<file path="src/rtl/maze_rx_controller.sv">
// Maze tile memory write sequencer: converts the synchronized parallel-port byte
// stream into row/column write commands and runs the hardware clear sweep.
module maze_rx_controller #(
    parameter int ROWS     = 10,
    parameter int COLS     = 10,
    parameter int MEM_COLS = 14,
    parameter int TIMEOUT  = 25000
) (
    input  logic        clk,
    input  logic        rst,
    input  logic        strobe,
    input  logic        new_frame,
    input  logic [7:0]  data_in,
    input  logic        clear_req,
    output logic        wr_en,
    output logic [3:0]  wr_row,
    output logic [3:0]  wr_col,
    output logic [7:0]  wr_data,
    output logic        busy,
    output logic        frame_done,
    output logic [15:0] frame_cnt,
    output logic [7:0]  err_cnt
);

    localparam int              TW        = $clog2(TIMEOUT + 1);
    localparam logic [3:0]      ROW_LAST  = 4'(ROWS - 1);
    localparam logic [3:0]      COL_LAST  = 4'(COLS - 1);
    localparam logic [3:0]      MCOL_LAST = 4'(MEM_COLS - 1);
    localparam logic [TW-1:0]   TO_LAST   = TW'(TIMEOUT - 1);

    typedef enum logic [1:0] {
        ST_CLEAR = 2'd0,
        ST_IDLE  = 2'd1,
        ST_RECV  = 2'd2
    } state_t;

    state_t         state_q;
    logic           strobe_prev_q;
    logic           clear_prev_q;
    logic [3:0]     row_q;
    logic [3:0]     col_q;
    logic [3:0]     sw_row_q;
    logic [3:0]     sw_col_q;
    logic [TW-1:0]  to_cnt_q;
    logic           done_pend_q;
    logic           wr_en_q;
    logic [3:0]     wr_row_q;
    logic [3:0]     wr_col_q;
    logic [7:0]     wr_data_q;
    logic           busy_q;
    logic           frame_done_q;
    logic [15:0]    frame_cnt_q;
    logic [7:0]     err_cnt_q;

    logic           strobe_edge_s;
    logic           clear_edge_s;

    function automatic logic [7:0] sat_inc8(input logic [7:0] v);
        sat_inc8 = (v == 8'hFF) ? v : v + 8'd1;
    endfunction

    assign strobe_edge_s = strobe & ~strobe_prev_q;
    assign clear_edge_s  = clear_req & ~clear_prev_q;

    // Main sequencer: clear sweep, byte placement, framing recovery and counters.
    always_ff @(posedge clk or negedge rst) begin
        if (!rst) begin
            state_q       <= ST_CLEAR;
            strobe_prev_q <= 1'b0;
            clear_prev_q  <= 1'b0;
            row_q         <= 4'd0;
            col_q         <= 4'd0;
            sw_row_q      <= 4'd0;
            sw_col_q      <= 4'd0;
            to_cnt_q      <= '0;
            done_pend_q   <= 1'b0;
            wr_en_q       <= 1'b0;
            wr_row_q      <= 4'd0;
            wr_col_q      <= 4'd0;
            wr_data_q     <= 8'd0;
            busy_q        <= 1'b0;
            frame_done_q  <= 1'b0;
            frame_cnt_q   <= 16'd0;
            err_cnt_q     <= 8'd0;
        end else begin
            strobe_prev_q <= strobe;
            clear_prev_q  <= clear_req;
            wr_en_q       <= 1'b0;
            busy_q        <= 1'b0;
            done_pend_q   <= 1'b0;
            frame_done_q  <= done_pend_q;
            if (done_pend_q) begin
                frame_cnt_q <= frame_cnt_q + 16'd1;
            end
            case (state_q)
                ST_CLEAR: begin
                    wr_en_q   <= 1'b1;
                    wr_row_q  <= sw_row_q;
                    wr_col_q  <= sw_col_q;
                    wr_data_q <= 8'h00;
                    busy_q    <= 1'b1;
                    to_cnt_q  <= '0;
                    row_q     <= 4'd0;
                    col_q     <= 4'd0;
                    if (sw_col_q == MCOL_LAST) begin
                        sw_col_q <= 4'd0;
                        if (sw_row_q == ROW_LAST) begin
                            sw_row_q <= 4'd0;
                            state_q  <= ST_IDLE;
                        end else begin
                            sw_row_q <= sw_row_q + 4'd1;
                        end
                    end else begin
                        sw_col_q <= sw_col_q + 4'd1;
                    end
                end
                ST_IDLE, ST_RECV: begin
                    // A clear request outranks a byte arriving in the same cycle.
                    if (clear_edge_s) begin
                        state_q  <= ST_CLEAR;
                        sw_row_q <= 4'd0;
                        sw_col_q <= 4'd0;
                        row_q    <= 4'd0;
                        col_q    <= 4'd0;
                        to_cnt_q <= '0;
                    end else if (strobe_edge_s) begin
                        wr_en_q   <= 1'b1;
                        wr_data_q <= data_in;
                        to_cnt_q  <= '0;
                        if (new_frame) begin
                            wr_row_q <= 4'd0;
                            wr_col_q <= 4'd0;
                            row_q    <= 4'd0;
                            col_q    <= 4'd1;
                            state_q  <= ST_RECV;
                            if (state_q == ST_RECV) begin
                                err_cnt_q <= sat_inc8(err_cnt_q);
                            end
                        end else begin
                            wr_row_q <= row_q;
                            wr_col_q <= col_q;
                            if ((row_q == ROW_LAST) && (col_q == COL_LAST)) begin
                                row_q       <= 4'd0;
                                col_q       <= 4'd0;
                                done_pend_q <= 1'b1;
                                state_q     <= ST_IDLE;
                            end else begin
                                state_q <= ST_RECV;
                                if (col_q == COL_LAST) begin
                                    col_q <= 4'd0;
                                    row_q <= row_q + 4'd1;
                                end else begin
                                    col_q <= col_q + 4'd1;
                                end
                            end
                        end
                    end else if (state_q == ST_RECV) begin
                        // Stalled mid-frame: drop the partial frame and wait for a new one.
                        if (to_cnt_q == TO_LAST) begin
                            to_cnt_q  <= '0;
                            row_q     <= 4'd0;
                            col_q     <= 4'd0;
                            err_cnt_q <= sat_inc8(err_cnt_q);
                            state_q   <= ST_IDLE;
                        end else begin
                            to_cnt_q <= to_cnt_q + TW'(1);
                        end
                    end else begin
                        to_cnt_q <= '0;
                    end
                end
                default: begin
                    state_q  <= ST_CLEAR;
                    sw_row_q <= 4'd0;
                    sw_col_q <= 4'd0;
                    row_q    <= 4'd0;
                    col_q    <= 4'd0;
                    to_cnt_q <= '0;
                end
            endcase
        end
    end

    assign wr_en      = wr_en_q;
    assign wr_row     = wr_row_q;
    assign wr_col     = wr_col_q;
    assign wr_data    = wr_data_q;
    assign busy       = busy_q;
    assign frame_done = frame_done_q;
    assign frame_cnt  = frame_cnt_q;
    assign err_cnt    = err_cnt_q;

endmodule

</file>
<file path="config.mk">
export PLATFORM = sky130hd
export DESIGN_NAME = maze_rx_controller
export DESIGN_NICKNAME = d
export VERILOG_FILES = /design/src/rtl/maze_rx_controller.sv
export SDC_FILE = /design/constraint.sdc
export NUM_CORES = 1
export LEC_CHECK = 0
export ABC_CLOCK_PERIOD_IN_PS = 2900
export BUFFER_PORTS_ARGS = -buffer_cell sky130_fd_sc_hd__clkbuf_2
export CAP_MARGIN = 20
export CORE_MARGIN = 4
export CORE_UTILIZATION = 55
export CTS_CLUSTER_SIZE = 25
export DETAILED_ROUTE_END_ITERATION = 8
export HOLD_SLACK_MARGIN = 0.15
export PLACE_DENSITY = 0.78
export SETUP_SLACK_MARGIN = 0.5
export SYNTH_ARGS = -nofsm -noshare
export SYNTH_HDL_FRONTEND = slang
export SYNTH_SLANG_ARGS = --single-unit
</file>
<file path="constraint.sdc">
create_clock -name clk -period 2.9 [get_ports clk]
set_input_delay 0.435 -clock clk [delete_from_list [all_inputs] [get_ports clk]]
set_output_delay 0.435 -clock clk [all_outputs]
set_load 0.005 [all_outputs]
</file>
Yosys cells after proc, flatten, opt, wreduce, memory -nomap -nowiden

Cells that the tools add are included.

Bits in registers: 79
Input bits: 13
Output and inout port bits: 43
Logic and storage cells: 117

Add/subtract/negate cells: 7
Equal/unequal tests: 17
Muxes and demuxes: 60
Bitwise operators: 5
Reduce and logical (&&, ||, !) cells: 11

Operator list:

| kind                  | count |
|---|---|
| $mux 4                | 24 |
| $mux 15               | 5 |
| $mux 8                | 8 |
| $pmux 4 s2            | 4 |
| $add 16x1->16 const B | 1 |
| $add 4x1->4 const B   | 4 |
| $eq 4x4->1 const B    | 4 |
| $mux 2                | 8 |
| $pmux 8 s2            | 1 |
| $add 15x1->15 const B | 1 |
| $eq 15x15->1 const B  | 1 |
| $ne 2x2->1 const B    | 6 |
| $add 8x1->8 const B   | 1 |
| $eq 8x8->1 const B    | 1 |
| $mux 1                | 8 |
| $ne 4x4->1 const B    | 2 |
| $ne 6x6->1 const B    | 1 |
| $reduce_and 3->1      | 2 |
| $reduce_and 5->1      | 1 |
| $pmux 2 s2            | 1 |
| $reduce_and 2->1      | 2 |
| $reduce_and 4->1      | 1 |
| $reduce_bool 2->1     | 2 |
| $not 1->1             | 3 |
| 7 further kinds       | 8 |

Longest topological paths before layout

Gate-level depths: netlist of the first run.

Word-level depth: 7
Depth in mapped cells: 8
Mapped depth without buffers: 7

Worst setup path before layout of the first run

Ideal clock, no wire load.

Path type: reg2reg
Start: register state_q[0]
End: register wr_col_q[0], in the netlist wr_col[0]
Setup time: 0.135 ns
Arrival time: 1.602 ns
Required time: 2.765 ns
Setup slack: 1.163 ns
Stages on the path, launching flop included: 7
Buffers on the path: 1
Period minus slack after synthesis: 1.737 ns
Path through: dfrtp_1 inv_1 ha_1 clkinv_1 a21oi_2 clkbuf_1 o21ai_0

Word-level cells in the longest chain between the ends: 4
Elaborated cells on any way between the ends: 9
Classes of those cells: eq/ne: 4; mux: 1; reduce/logical: 4

RTL lines:

| element                                                          | RTL line | text |
|---|---|---|
| start: declaration                                               | 37       | `state_t state_q;` |
| start signal: assignment                                         | 68       | `state_q <= ST_CLEAR;` |
| start signal: assignment                                         | 109      | `state_q <= ST_IDLE;` |
| start signal: assignment                                         | 120      | `state_q <= ST_CLEAR;` |
| $eq 2x2->1 / $eq 2x1->1 (equally long branches)                  | 95       | `case (state_q)` |
| $reduce_or 2->1                                                  | 95       |  |
| $ne 2x2->1 (no line) / $reduce_bool 2->1 (equally long branches) | n/a      |  |
| $reduce_and 3->1 (no line)                                       | n/a      |  |
| end signal: assignment                                           | 99       | `wr_col_q <= sw_col_q;` |
| end signal: assignment                                           | 141      | `wr_col_q <= col_q;` |
| end: declaration                                                 | 48       | `logic [3:0] wr_col_q;` |

Several ways; a longest one is shown, not always the timed one.
A chain may end at the register's enable or synchronous reset.

Worst setup path in the final report of the first run

Start: register state_q[0]
End: register to_cnt_q[3]

Word-level cells in the longest chain between the ends: 5
Elaborated cells on any way between the ends: 7
Classes of those cells: eq/ne: 2; mux: 4; reduce/logical: 1

RTL lines:

| element                | RTL line | text |
|---|---|---|
| $eq 2x2->1             | 95, 157  |  |
| $mux 15                | 157      | `end else if (state_q == ST_RECV) begin` |
| $mux 15                | 126      | `end else if (strobe_edge_s) begin` |
| $mux 15                | 119      | `if (clear_edge_s) begin` |
| $mux 15 *              | 95       |  |
| end signal: assignment | 166      | `to_cnt_q <= to_cnt_q + TW'(1);` |
| end: declaration       | 44       | `logic [TW-1:0] to_cnt_q;` |

Every way passes the cells marked *; elsewhere a longest branch is shown, timed or not.

==> run_results.csv, run 1 <==
group,metric,value,unit
die,dieArea,8040,um^2
sta,report.final.setup_viol,0,
worst_setup_path,worstPathCellList,"inv_1, ha_1, and2_1, nand4_1, nor2_1",
synth,yosys.area.top_type,"dfrtp_1",
drt,viasPerCell,5.62,
power_and_ir_drop,power_switching,0.438,mW
worst_setup_path,startpoint_type,"flip-flop",
clock_tree,cts_htree_levels,3,
drt,routed_wl,7.12,mm
sta,timing.final.hold_violations,0,
clock_tree,numCtsBuffers,9,
drt,drtPass1Iterations,4,
worst_setup_path,end_kind,"flip-flop",
drt,drt-initial-drc-count,217,
sta,max_slew_margin,35.5,%
hold_path,worstHoldPathType,"primary input to asynchronous set/reset pin",
synth,synth_warnings,0,
worst_setup_path,r2r-start,"state_q[0]$_DFFE_PN0P_",
power_and_ir_drop,p_int,1.60,mW
cells_and_area,layout-drive-gt1-share,20.0,%
power_and_ir_drop,leakage,1.99,nW
sta,rsz0062_at_grt,"false",
sta,tightest_slew,0.968,ns
clock_tree,clock_latency,0.35,ns
die,ios,56,
sta,skew,0.0109,ns
cells_and_area,final_cell_mix,"dfrtp_1 (79), clkbuf_2 (54), nor2_1 (37), nand2_1 (33), nand3_1 (22)",
synth,synth-edff-count,0,
clock_tree,tritoncts,"done",
worst_setup_path,cp_num_buf_inv,1,
worst_setup_path,critPathMaxStageDelay,0.54,ns
worst_setup_path,worst_r2r_endpoint,"to_cnt_q[3]$_DFF_PN0_",
die,core_area,6420,um^2
cells_and_area,final_cell_area,4240,um^2
die,initial_core_util,57.1,%
worst_setup_path,slowest_stage,"nand4_1",
sta,slew_violations,0,
worst_setup_path,required,3.16,ns
clock_tree,cts.path.max_buffers,2,
synth,synth.distinct_cells,39,
global_route,track_usage,19.3,%
synth,synth_nets,375,
power_and_ir_drop,clkPwrFrac,44.1,%
global_route,grt_max_degree,80,
sta,fmax,477,MHz
synth,synth.area.top_cells,"dfrtp_1 (54%), ha_1 (5.1%), xnor2_1 (4.3%), xor2_1 (4.3%), nor2_1 (3.8%)",
sta,fin_setup_tns,0,ns
power_and_ir_drop,pwr-share-comb,1.7,%
die,fp-row-count,29,
power_and_ir_drop,p_total,2.04,mW
placed_design,dp_hpwl,5.12,mm
clock_tree,cts_root_buffer,"clkbuf_8",
clock_tree,clk_pin_slew,0.09,ns
worst_setup_path,reg2reg_depth,5,
cells_and_area,area_growth_syn_to_layout,15.5,%
sta,min_period,2.09,ns
synth,async_reset_ff_share,100,%
synth,yosys_register_bits,79,
placed_design,place_area,4010,um^2
drt,wl_per_cell,14.6,um
global_route,grt_pass1_vias,2668,
worst_setup_path,critical_path_arrival,2.35,ns
worst_setup_path,path_max_fanout,15,
cells_and_area,layout_commonest_cell,"dfrtp_1",
worst_setup_path,critPathTopFamily,"simple AND/OR/NAND/NOR gates",
status,outcome,"finished, final reports clean",
job,max_cap_viol_count,0,
synth,seq_area_frac_synth,53.9,%
clock_tree,post-cts-setup-buffers,0,
synth,syn_area,3670,um^2
placed_design,portBuffers,55,
worst_setup_path,r2r_slack,0.81,ns
cells_and_area,nNetsFinal,434,
power_and_ir_drop,switching_share,21.5,%
drt,ant_nets,0,
cells_and_area,utilization,66.0,%
drt,drc_errors,0,
drt,vias,2744,
power_and_ir_drop,pwr-share-seq,54.2,%
sta,period_share,72.2,%
clock_tree,post_cts_resized,0,
synth,synth_top_area_share,53.9,%
die,die-width,89.7,um
clock_tree,cts_hold_buf,0,
worst_setup_path,crit_type,"flip-flop to flip-flop",
die,die_y,89.7,um
sta,hold_ws,0.207,ns
power_and_ir_drop,powerDensity,480,nW/um^2
synth,synthCells,347,
placed_design,gp_congestion,0.834,
global_route,grt_pass1_wl,12.0,mm
synth,syn_avg_cell_area,10.6,um^2
global_route,grt_antenna_before_repair,0,
global_route,grt_overflow,0,
cells_and_area,n_antenna_cell,0,
power_and_ir_drop,vdd_drop_max,352,uV
synth,synthFlopType,"dfrtp_1",
clock_tree,clkSinkCount,79,
==> area by class of cell <==
class / count / area [um^2]
inverter: 10 / 37.5
multi-input combinational: 251 / 1630
sequential: 79 / 1980
clock inverter: 7 / 95.1
fill: 501 / 2180
tap: 77 / 96.3
clock buffer: 9 / 124
timing repair buffer: 55 / 278
==> sequential cells by signal, summed over array words and instances (netlist names) <==
register / count
wr_en: 1
strobe_prev_q: 1
to_cnt_q: 15
frame_cnt: 16
frame_done: 1
wr_col: 4
done_pend_q: 1
sw_col_q: 4
clear_prev_q: 1
row_q: 4
wr_data: 8
sw_row_q: 4
col_q: 4
err_cnt: 8
state_q: 2
wr_row: 4
busy: 1
==> power groups by stage <==
stage                     Sequential, mW  Combinational, mW  Clock (mW)
after CTS                           1.10             0.0373       0.916
final                               1.10             0.0351       0.898
after global routing                1.10             0.0409       0.969
after floorplan                     1.12            0.00440           0
after global placement              1.12             0.0364           0
after detailed placement            1.12             0.0370           0
==> how the worst max path moves through the flow <==
stage / from / to / slack, ns / cells past startpoint
after global routing: state_q[1]$_DFFE_PN0P_ / to_cnt_q[6]$_DFF_PN0_ / 0.56 / 5
after floorplan: state_q[0]$_DFFE_PN0P_ / wr_col[0]$_DFFE_PN0P_ / 1.16 / 6
after global placement: state_q[0]$_DFFE_PN0P_ / wr_row[0]$_DFFE_PN0P_ / 0.76 / 5
after CTS: state_q[0]$_DFFE_PN0P_ / wr_col[1]$_DFFE_PN0P_ / 0.62 / 5
final: state_q[0]$_DFFE_PN0P_ / to_cnt_q[3]$_DFF_PN0_ / 0.81 / 5
after detailed placement: state_q[0]$_DFFE_PN0P_ / wr_col[1]$_DFFE_PN0P_ / 0.62 / 5
==> metal layers <==
layer  GRT usage, %  up-vias  part of all wire [%]
met5              0        -                     0
met4           8.53        0                   1.4
met3           3.28        8                   4.0
met2           31.5       56                    48
met1           25.2     1342                    47
li1               -     1338                     -
==> logic make-up (layout without fill, tap and decap cells) <==
family / after synthesis / after routing / share of synthesized area (%)
AND/OR/NAND/NOR: 131 / 131 / 18.0
AO/OA/AOI/OAI: 66 / 66 / 11.7
XOR/XNOR: 36 / 36 / 8.59
flip-flops: 79 / 79 / 53.9
buffers and inverters: 17 / 81 / 1.88
multiplexers: 3 / 3 / 0.920
adder cells (fa/ha/maj): 15 / 15 / 5.11
==> synth_stat cells (all sizes together) (2+ instances only) <==
cell,instances
a22oi,8
a22o,10
ha,15
nand3,22
and2,2
nor3,8
xor2,18
o21ai,28
dfrtp,79
nor2,37
a21o,2
mux2,3
and3,5
xnor2,18
clkbuf,2
buf,5
nand2b,2
o31ai,6
inv,9
nand2,33
nand3b,2
and4,2
nand4,11
a21oi,8
o41ai,2
==> worst reg2reg max path, delay by kind of cell, from the launching register on <==
family | cells | cell delay (ns)
adder cells (fa/ha/maj) | 1 | 0.38
buffers and inverters | 1 | 0.08
flip-flops | 1 | 0.40
AND/OR/NAND/NOR | 3 | 1.16
==> through the flow <==
stage	setup slack (ns)	instances
floorplan	1.16	347
global placement	0.765	472
detailed placement	0.624	472
CTS	0.615	488
global route	0.564	488
finish	0.805	488
Note: power is estimated with default switching activity, not from simulation.
==> run 2: changes to the inputs <==
--- a/config.mk
+++ b/config.mk
@@ -5,7 +5,7 @@
 export SDC_FILE = /design/constraint.sdc
 export NUM_CORES = 1
 export LEC_CHECK = 0
-export ABC_CLOCK_PERIOD_IN_PS = 2900
+export ABC_CLOCK_PERIOD_IN_PS = 2150
 export BUFFER_PORTS_ARGS = -buffer_cell sky130_fd_sc_hd__clkbuf_2
 export CAP_MARGIN = 20
 export CORE_MARGIN = 4
==> constraint.sdc (replaced) <==
create_clock -name clk -period 2.15 [get_ports clk]
set_input_delay 0.3225 -clock clk [delete_from_list [all_inputs] [get_ports clk]]
set_output_delay 0.3225 -clock clk [all_outputs]
set_load 0.005 [all_outputs]
==> run 2 against run 1 <==
Global-route usage increased by 2.0 points; flip-flop and latch count unchanged; via count up 7.9%; worst setup slack worse by 0.50 ns; critical path depth increased by 2; count of clock-buffer cells in the layout rose by 1; first-iteration DRC count down 29%; cell count grew 4.3%; largest power group unchanged.
==> run_results.csv, run 2 (same netlist as run 1, synthesis figures left out) <==
group,metric,value,unit
status,outcome,"finished, final reports clean",
clock_tree,cts_htree_levels,3,
die,initial_core_util,57.1,%
worst_setup_path,end_kind,"flip-flop",
cells_and_area,multi_input_area,1810,um^2
drt,viasPerCell,5.82,
sta,tightest_slew,0.578,ns
cells_and_area,utilization,71.8,%
sta,period_share,85.9,%
worst_setup_path,startpoint_type,"flip-flop",
cells_and_area,layout_commonest_cell,"dfrtp_1",
global_route,grt_antenna_before_repair,0,
clock_tree,cts_root_buffer,"clkbuf_8",
clock_tree,tritoncts,"done",
sta,skew,0.00844,ns
power_and_ir_drop,powerDensity,596,nW/um^2
drt,routed_wl,8.46,mm
worst_setup_path,crit_type,"flip-flop to flip-flop",
drt,ant_nets,0,
placed_design,gp_congestion,0.842,
placed_design,place_area,4070,um^2
hold_path,worstHoldPathType,"primary input to flip-flop",
power_and_ir_drop,leakage,2.18,nW
global_route,grt_max_degree,45,
sta,fmax,541,MHz
cells_and_area,nNetsFinal,455,
die,die-width,89.7,um
sta,fin_setup_tns,0,ns
sta,slew_violations,0,
sta,timing.final.hold_violations,0,
drt,drt-initial-drc-count,154,
die,dieArea,8040,um^2
global_route,grt_pass1_vias,2757,
global_route,grt_pass1_wl,13.1,mm
cells_and_area,final_cell_mix,"dfrtp_1 (79), clkbuf_2 (54), nor2_1 (32), nand2_1 (32), nand3_1 (22)",
die,fp-row-count,29,
job,max_cap_viol_count,0,
cells_and_area,layout-drive-gt1-share,28.9,%
drt,drc_errors,0,
global_route,grt_overflow,0,
sta,hold_ws,0.186,ns
worst_setup_path,path_max_fanout,7,
die,core_area,6420,um^2
global_route,track_usage,21.3,%
cells_and_area,largest_reg_flops,16,
placed_design,dp_hpwl,5.27,mm
cells_and_area,stdcell_count,509,
placed_design,dpl.cell_count,477,
clock_tree,cts.path.max_buffers,2,
cells_and_area,n_antenna_cell,0,
clock_tree,numCtsBuffers,9,
drt,vias,2960,
die,ios,56,
cells_and_area,seq_area,1980,um^2
placed_design,portBuffers,55,
sta,rsz0062_at_grt,"true",
worst_setup_path,required,2.40,ns
clock_tree,clkSinkCount,79,
sta,max_slew_margin,61.5,%
cells_and_area,fillers,449,
sta,report.final.setup_viol,0,
worst_setup_path,critical_path_arrival,2.09,ns
clock_tree,clock_latency,0.36,ns
drt,wl_per_cell,16.6,um
power_and_ir_drop,vdd_drop_max,460,uV
sta,min_period,1.85,ns
drt,drtPass1Iterations,5,
cells_and_area,area_growth_syn_to_layout,25.6,%
cells_and_area,final_cell_area,4610,um^2
die,die_y,89.7,um
clock_tree,clk_pin_slew,0.08,ns
run 2: what timing repair did:
action,CTS,global route
hold buffers,3,0
setup endpoints to repair,49,52
endpoints found under the hold margin,45,0
pin swaps,11,10
gates cloned,0,1
resized for setup,22,28
setup buffers,5,7
run 2: per-stage QoR:
stage | setup slack, ns | power (mW)
final | 0.302 | 2.75
after global routing | 0.224 | 2.86
after CTS | 0.421 | 2.77
after detailed placement | 0.227 | 1.57
after global placement | 0.359 | 1.57
after floorplan | 0.507 | 1.52
run 2: path summary, 6_finish.rpt:
kind | startpoint | endpoint | slack, ns | depth (start not counted)
worst max-delay path | to_cnt_q[1]$_DFF_PN0_ | row_q[3]$_DFFE_PN0P_ | 0.30 | 7
worst min-delay path | data_in[5] | wr_data[5]$_DFFE_PN0P_ | 0.19 | 2
worst max register to register | to_cnt_q[1]$_DFF_PN0_ | row_q[3]$_DFFE_PN0P_ | 0.30 | 7
worst min register to register | frame_cnt[15]$_DFFE_PN0P_ | frame_cnt[15]$_DFFE_PN0P_ | 0.47 | 1
max in group asynchronous | rst | wr_data[0]$_DFFE_PN0P_ | 1.06 | 3
min in group asynchronous | rst | to_cnt_q[8]$_DFF_PN0_ | 0.50 | 2
run 2: cell type report:
type / count / share of cell area [%]
Tap cell: 77 / 2.09
Clock buffer: 10 / 2.77
Sequential cell: 79 / 42.9
Timing Repair Buffer: 76 / 10.3
Multi-Input combinational cell: 251 / 39.2
Inverter: 10 / 0.869
Clock inverter: 6 / 1.85
run 2: power by group:
| group | internal (mW) | leakage [nW] | switching [mW] | total, mW |
|---|---|---|---|---|
| Combinational | 0.0183 | 1.04 | 0.0412 | 0.0596 |
| Clock | 0.650 | 0.102 | 0.551 | 1.20 |
| Sequential | 1.49 | 1.03 | 0.000857 | 1.49 |
| Total | 2.15 | 2.18 | 0.593 | 2.75 |
run 2: routing by layer:
metal	share of wire (%)	global-route usage, %	routed length (um)	up-vias
met5	0	0	0	-
met4	3.4	10.6	289	0
met3	4.4	4.65	376	27
met2	48	32.7	4100	106
met1	44	28.6	3700	1448
li1	-	-	-	1379
run 2: critical path, stage by stage, from the launching register on:
cell	delay, ns
dfrtp_1	0.41
ha_4	0.15
and4_1	0.19
nand4_1	0.26
o211a_4	0.39
buf_12	0.15
o21ai_4	0.12
o31ai_2	0.07
==> run 3: changes to the inputs <==
--- a/config.mk
+++ b/config.mk
@@ -5,6 +5,7 @@
 export SDC_FILE = /design/constraint.sdc
 export NUM_CORES = 1
 export LEC_CHECK = 0
+export ABC_AREA = 1
 export ABC_CLOCK_PERIOD_IN_PS = 2150
 export BUFFER_PORTS_ARGS = -buffer_cell sky130_fd_sc_hd__clkbuf_2
 export CAP_MARGIN = 20
@@ -13,7 +14,7 @@
 export CTS_CLUSTER_SIZE = 25
 export DETAILED_ROUTE_END_ITERATION = 8
 export HOLD_SLACK_MARGIN = 0.15
-export PLACE_DENSITY = 0.78
+export PLACE_DENSITY = 0.77
 export SETUP_SLACK_MARGIN = 0.5
 export SYNTH_ARGS = -nofsm -noshare
 export SYNTH_HDL_FRONTEND = slang
==> run 3 against run 2 <==
First-iteration DRC count increased by 11%; die area increased by 9.8%; maximum frequency increased by 13%; clock skew about the same; combinational power increased to 28 times the previous value; sequential share of layout area decreased by 2.2 points; critical endpoint is now wr_col[3]$_DFFE_PN0P_; cell count increased by 31%; power increased by 68%.
==> run_results.csv, run 3 <==
group,metric,value,unit
cells_and_area,n_antenna_cell,0,
synth,synth_warnings,0,
placed_design,dpl.cell_count,638,
cells_and_area,nNetsFinal,590,
synth,synth_top_area_share,48.6,%
global_route,track_usage,20.9,%
clock_tree,numCtsBuffers,9,
clock_tree,clkSinkCount,79,
synth,syn_avg_cell_area,8.36,um^2
die,fp-row-count,31,
cells_and_area,layout_commonest_cell,"nand2_1",
job,max_cap_viol_count,0,
drt,wl_per_cell,13.2,um
worst_setup_path,slowest_stage,"dfrtp_1",
worst_setup_path,critical_path_arrival,1.92,ns
worst_setup_path,required,2.43,ns
drt,vias,3443,
global_route,grt_antenna_before_repair,0,
placed_design,dp_hpwl,6.26,mm
die,core_area,7210,um^2
die,initial_core_util,56.3,%
sta,min_period,1.64,ns
power_and_ir_drop,power_switching,1.78,mW
sta,hold_ws,0.159,ns
sta,slew_violations,0,
global_route,grt_max_degree,45,
power_and_ir_drop,switching_share,38.6,%
hold_path,worstHoldPathType,"primary input to flip-flop",
synth,synthFlopType,"dfrtp_1",
clock_tree,cts_root_buffer,"clkbuf_8",
global_route,grt_overflow,0,
synth,synth_nets,514,
drt,drt-initial-drc-count,171,
synth,yosys_register_bits,79,
synth,seq_area_frac_synth,48.6,%
worst_setup_path,startpoint_type,"flip-flop",
sta,fmax,611,MHz
clock_tree,tritoncts,"done",
synth,yosysMostFrequentCell,"nand2_1",
worst_setup_path,worstPathCellList,"inv_1, ha_4, inv_2, nor2_4, clkinv_4, nor2_8, inv_8, nand2_4, nor2_1, a31oi_1",
die,die_y,94.0,um
drt,routed_wl,8.78,mm
drt,drc_errors,0,
clock_tree,cts.path.max_buffers,2,
cells_and_area,largest_reg_flops,16,
worst_setup_path,critPathMaxStageDelay,0.35,ns
worst_setup_path,path_max_fanout,20,
clock_tree,clock_latency,0.36,ns
synth,synthCells,486,
synth,async_reset_ff_share,100,%
clock_tree,cts_htree_levels,3,
sta,skew,0.00880,ns
global_route,grt_pass1_wl,14.5,mm
global_route,grt_pass1_vias,3320,
synth,synth.area.top_cells,"dfrtp_1 (49%), nand2_1 (12%), nand3_1 (6.3%), inv_1 (5.2%), ha_1 (4.6%)",
synth,synth.distinct_cells,36,
worst_setup_path,crit_type,"flip-flop to flip-flop",
sta,report.final.setup_viol,0,
power_and_ir_drop,leakage,2.51,nW
power_and_ir_drop,clkPwrFrac,23.8,%
placed_design,portBuffers,55,
power_and_ir_drop,pwr-share-comb,36.1,%
cells_and_area,layout-drive-gt1-share,20.8,%
die,dieArea,8830,um^2
status,outcome,"finished, final reports clean",
cells_and_area,final_cell_mix,"nand2_1 (126), dfrtp_1 (77), inv_1 (54), clkbuf_2 (54), nand3_1 (49)",
worst_setup_path,end_kind,"flip-flop",
power_and_ir_drop,powerDensity,950,nW/um^2
synth,netlist_top_cells_count,"nand2_1 (130), dfrtp_1 (79), inv_1 (56)",
cells_and_area,utilization,67.4,%
placed_design,gp_congestion,0.972,
synth,syn_area,4070,um^2
power_and_ir_drop,p_int,2.84,mW
cells_and_area,stdcell_count,666,
sta,tightest_slew,0.580,ns
synth,yosys.area.top_type,"dfrtp_1",
sta,timing.final.hold_violations,0,
sta,max_slew_margin,61.3,%
power_and_ir_drop,vdd_drop_max,532,uV
clock_tree,clk_pin_slew,0.09,ns
sta,fin_setup_tns,0,ns
drt,drtPass1Iterations,5,
drt,viasPerCell,5.17,
sta,period_share,76.1,%
synth,synth-edff-count,0,
die,ios,56,
die,die-width,94.0,um
cells_and_area,area_growth_syn_to_layout,19.7,%
power_and_ir_drop,pwr-share-seq,40.1,%
sta,rsz0062_at_grt,"true",
drt,ant_nets,0,
run 3: worst paths after layout:
check	slack [ns]	depth (start not counted)	endpoint	start
min	0.16	3	wr_data[2]$_DFFE_PN0P_	data_in[2]
max in group asynchronous	1.06	3	wr_col[2]$_DFFE_PN0P_	rst
max	0.51	10	wr_col[3]$_DFFE_PN0P_	state_q[0]$_DFFE_PN0P_
min reg2reg	0.51	2	wr_data[0]$_DFFE_PN0P_	wr_data[0]$_DFFE_PN0P_
min in group asynchronous	0.50	2	frame_cnt[5]$_DFFE_PN0P_	rst
max reg2reg	0.51	10	wr_col[3]$_DFFE_PN0P_	state_q[0]$_DFFE_PN0P_
run 3: per-layer routing:
| layer | up-vias | track usage [%] | routed length, um |
|---|---|---|---|
| met3 | 18 | 5.21 | 390 |
| met5 | - | 0 | 0 |
| met4 | 0 | 9.75 | 206 |
| met2 | 102 | 34.0 | 4270 |
| li1 | 1715 | - | - |
| met1 | 1608 | 26.2 | 3910 |
run 3: cell families (layout without fill, tap and decap cells):
kind of cell,count (synthesis),count (layout),share of synthesized area (%)
adders and majority gates,15,15,4.62
muxes,1,1,0.277
AOI/OAI and AO/OA,37,37,5.29
xor gates and xnor gates,26,26,5.60
buffers and inverters,64,144,6.34
DFF,79,79,48.6
and+or+nand+nor,264,265,29.2
run 3: worst max-delay path, delay by kind of cell, from the launching register on:
| kind | cells | cell delay (ns) |
|---|---|---|
| simple gates | 4 | 0.46 |
| compound gates | 1 | 0.13 |
| flops | 1 | 0.35 |
| buf+inv | 4 | 0.35 |
| fa+ha+maj | 1 | 0.28 |
run 3: through the flow:
| stage | power (mW) | worst slack (ns) | area [um^2] |
|---|---|---|---|
| 2_1_floorplan | 2.91 | 0.569 | 4080 |
| 3_3_place_gp | 3.32 | 0.377 | 4480 |
| 3_5_place_dp | 3.37 | 0.275 | 4480 |
| 4_1_cts | 4.52 | 0.477 | 4750 |
| 5_1_grt | 4.95 | 0.391 | 4870 |
| 6_report | 4.62 | 0.513 | 4870 |
run 3: repair_timing:
| item | CTS | global route |
|---|---|---|
| endpoints found under the setup margin | 36 | 52 |
| hold buffers | 3 | 0 |
| cloned | 0 | 1 |
| pin swaps | 1 | 8 |
| buffers inserted | 4 | 4 |
| endpoints found under the hold margin | 45 | 0 |
| resized for setup | 4 | 24 |
run 3: cell type report:
| cell class | count | area, um^2 |
|---|---|---|
| fillers | 604 | 2350 |
| well taps | 99 | 124 |
| inverters | 60 | 238 |
| flip-flops and latches | 79 | 1980 |
| multi-input cells | 344 | 1930 |
| clock buffers | 9 | 124 |
| clock inverters | 7 | 73.8 |
| repair buffers | 68 | 395 |
run 3: power groups by stage:
| stage | clock [mW] | sequential (mW) | combinational (mW) |
|---|---|---|---|
| final | 1.10 | 1.85 | 1.67 |
| after global routing | 1.19 | 1.87 | 1.88 |
| after CTS | 1.12 | 1.85 | 1.55 |
| after detailed placement | 0 | 1.88 | 1.49 |
| after global placement | 0 | 1.88 | 1.44 |
| after floorplan | 0 | 1.87 | 1.04 |
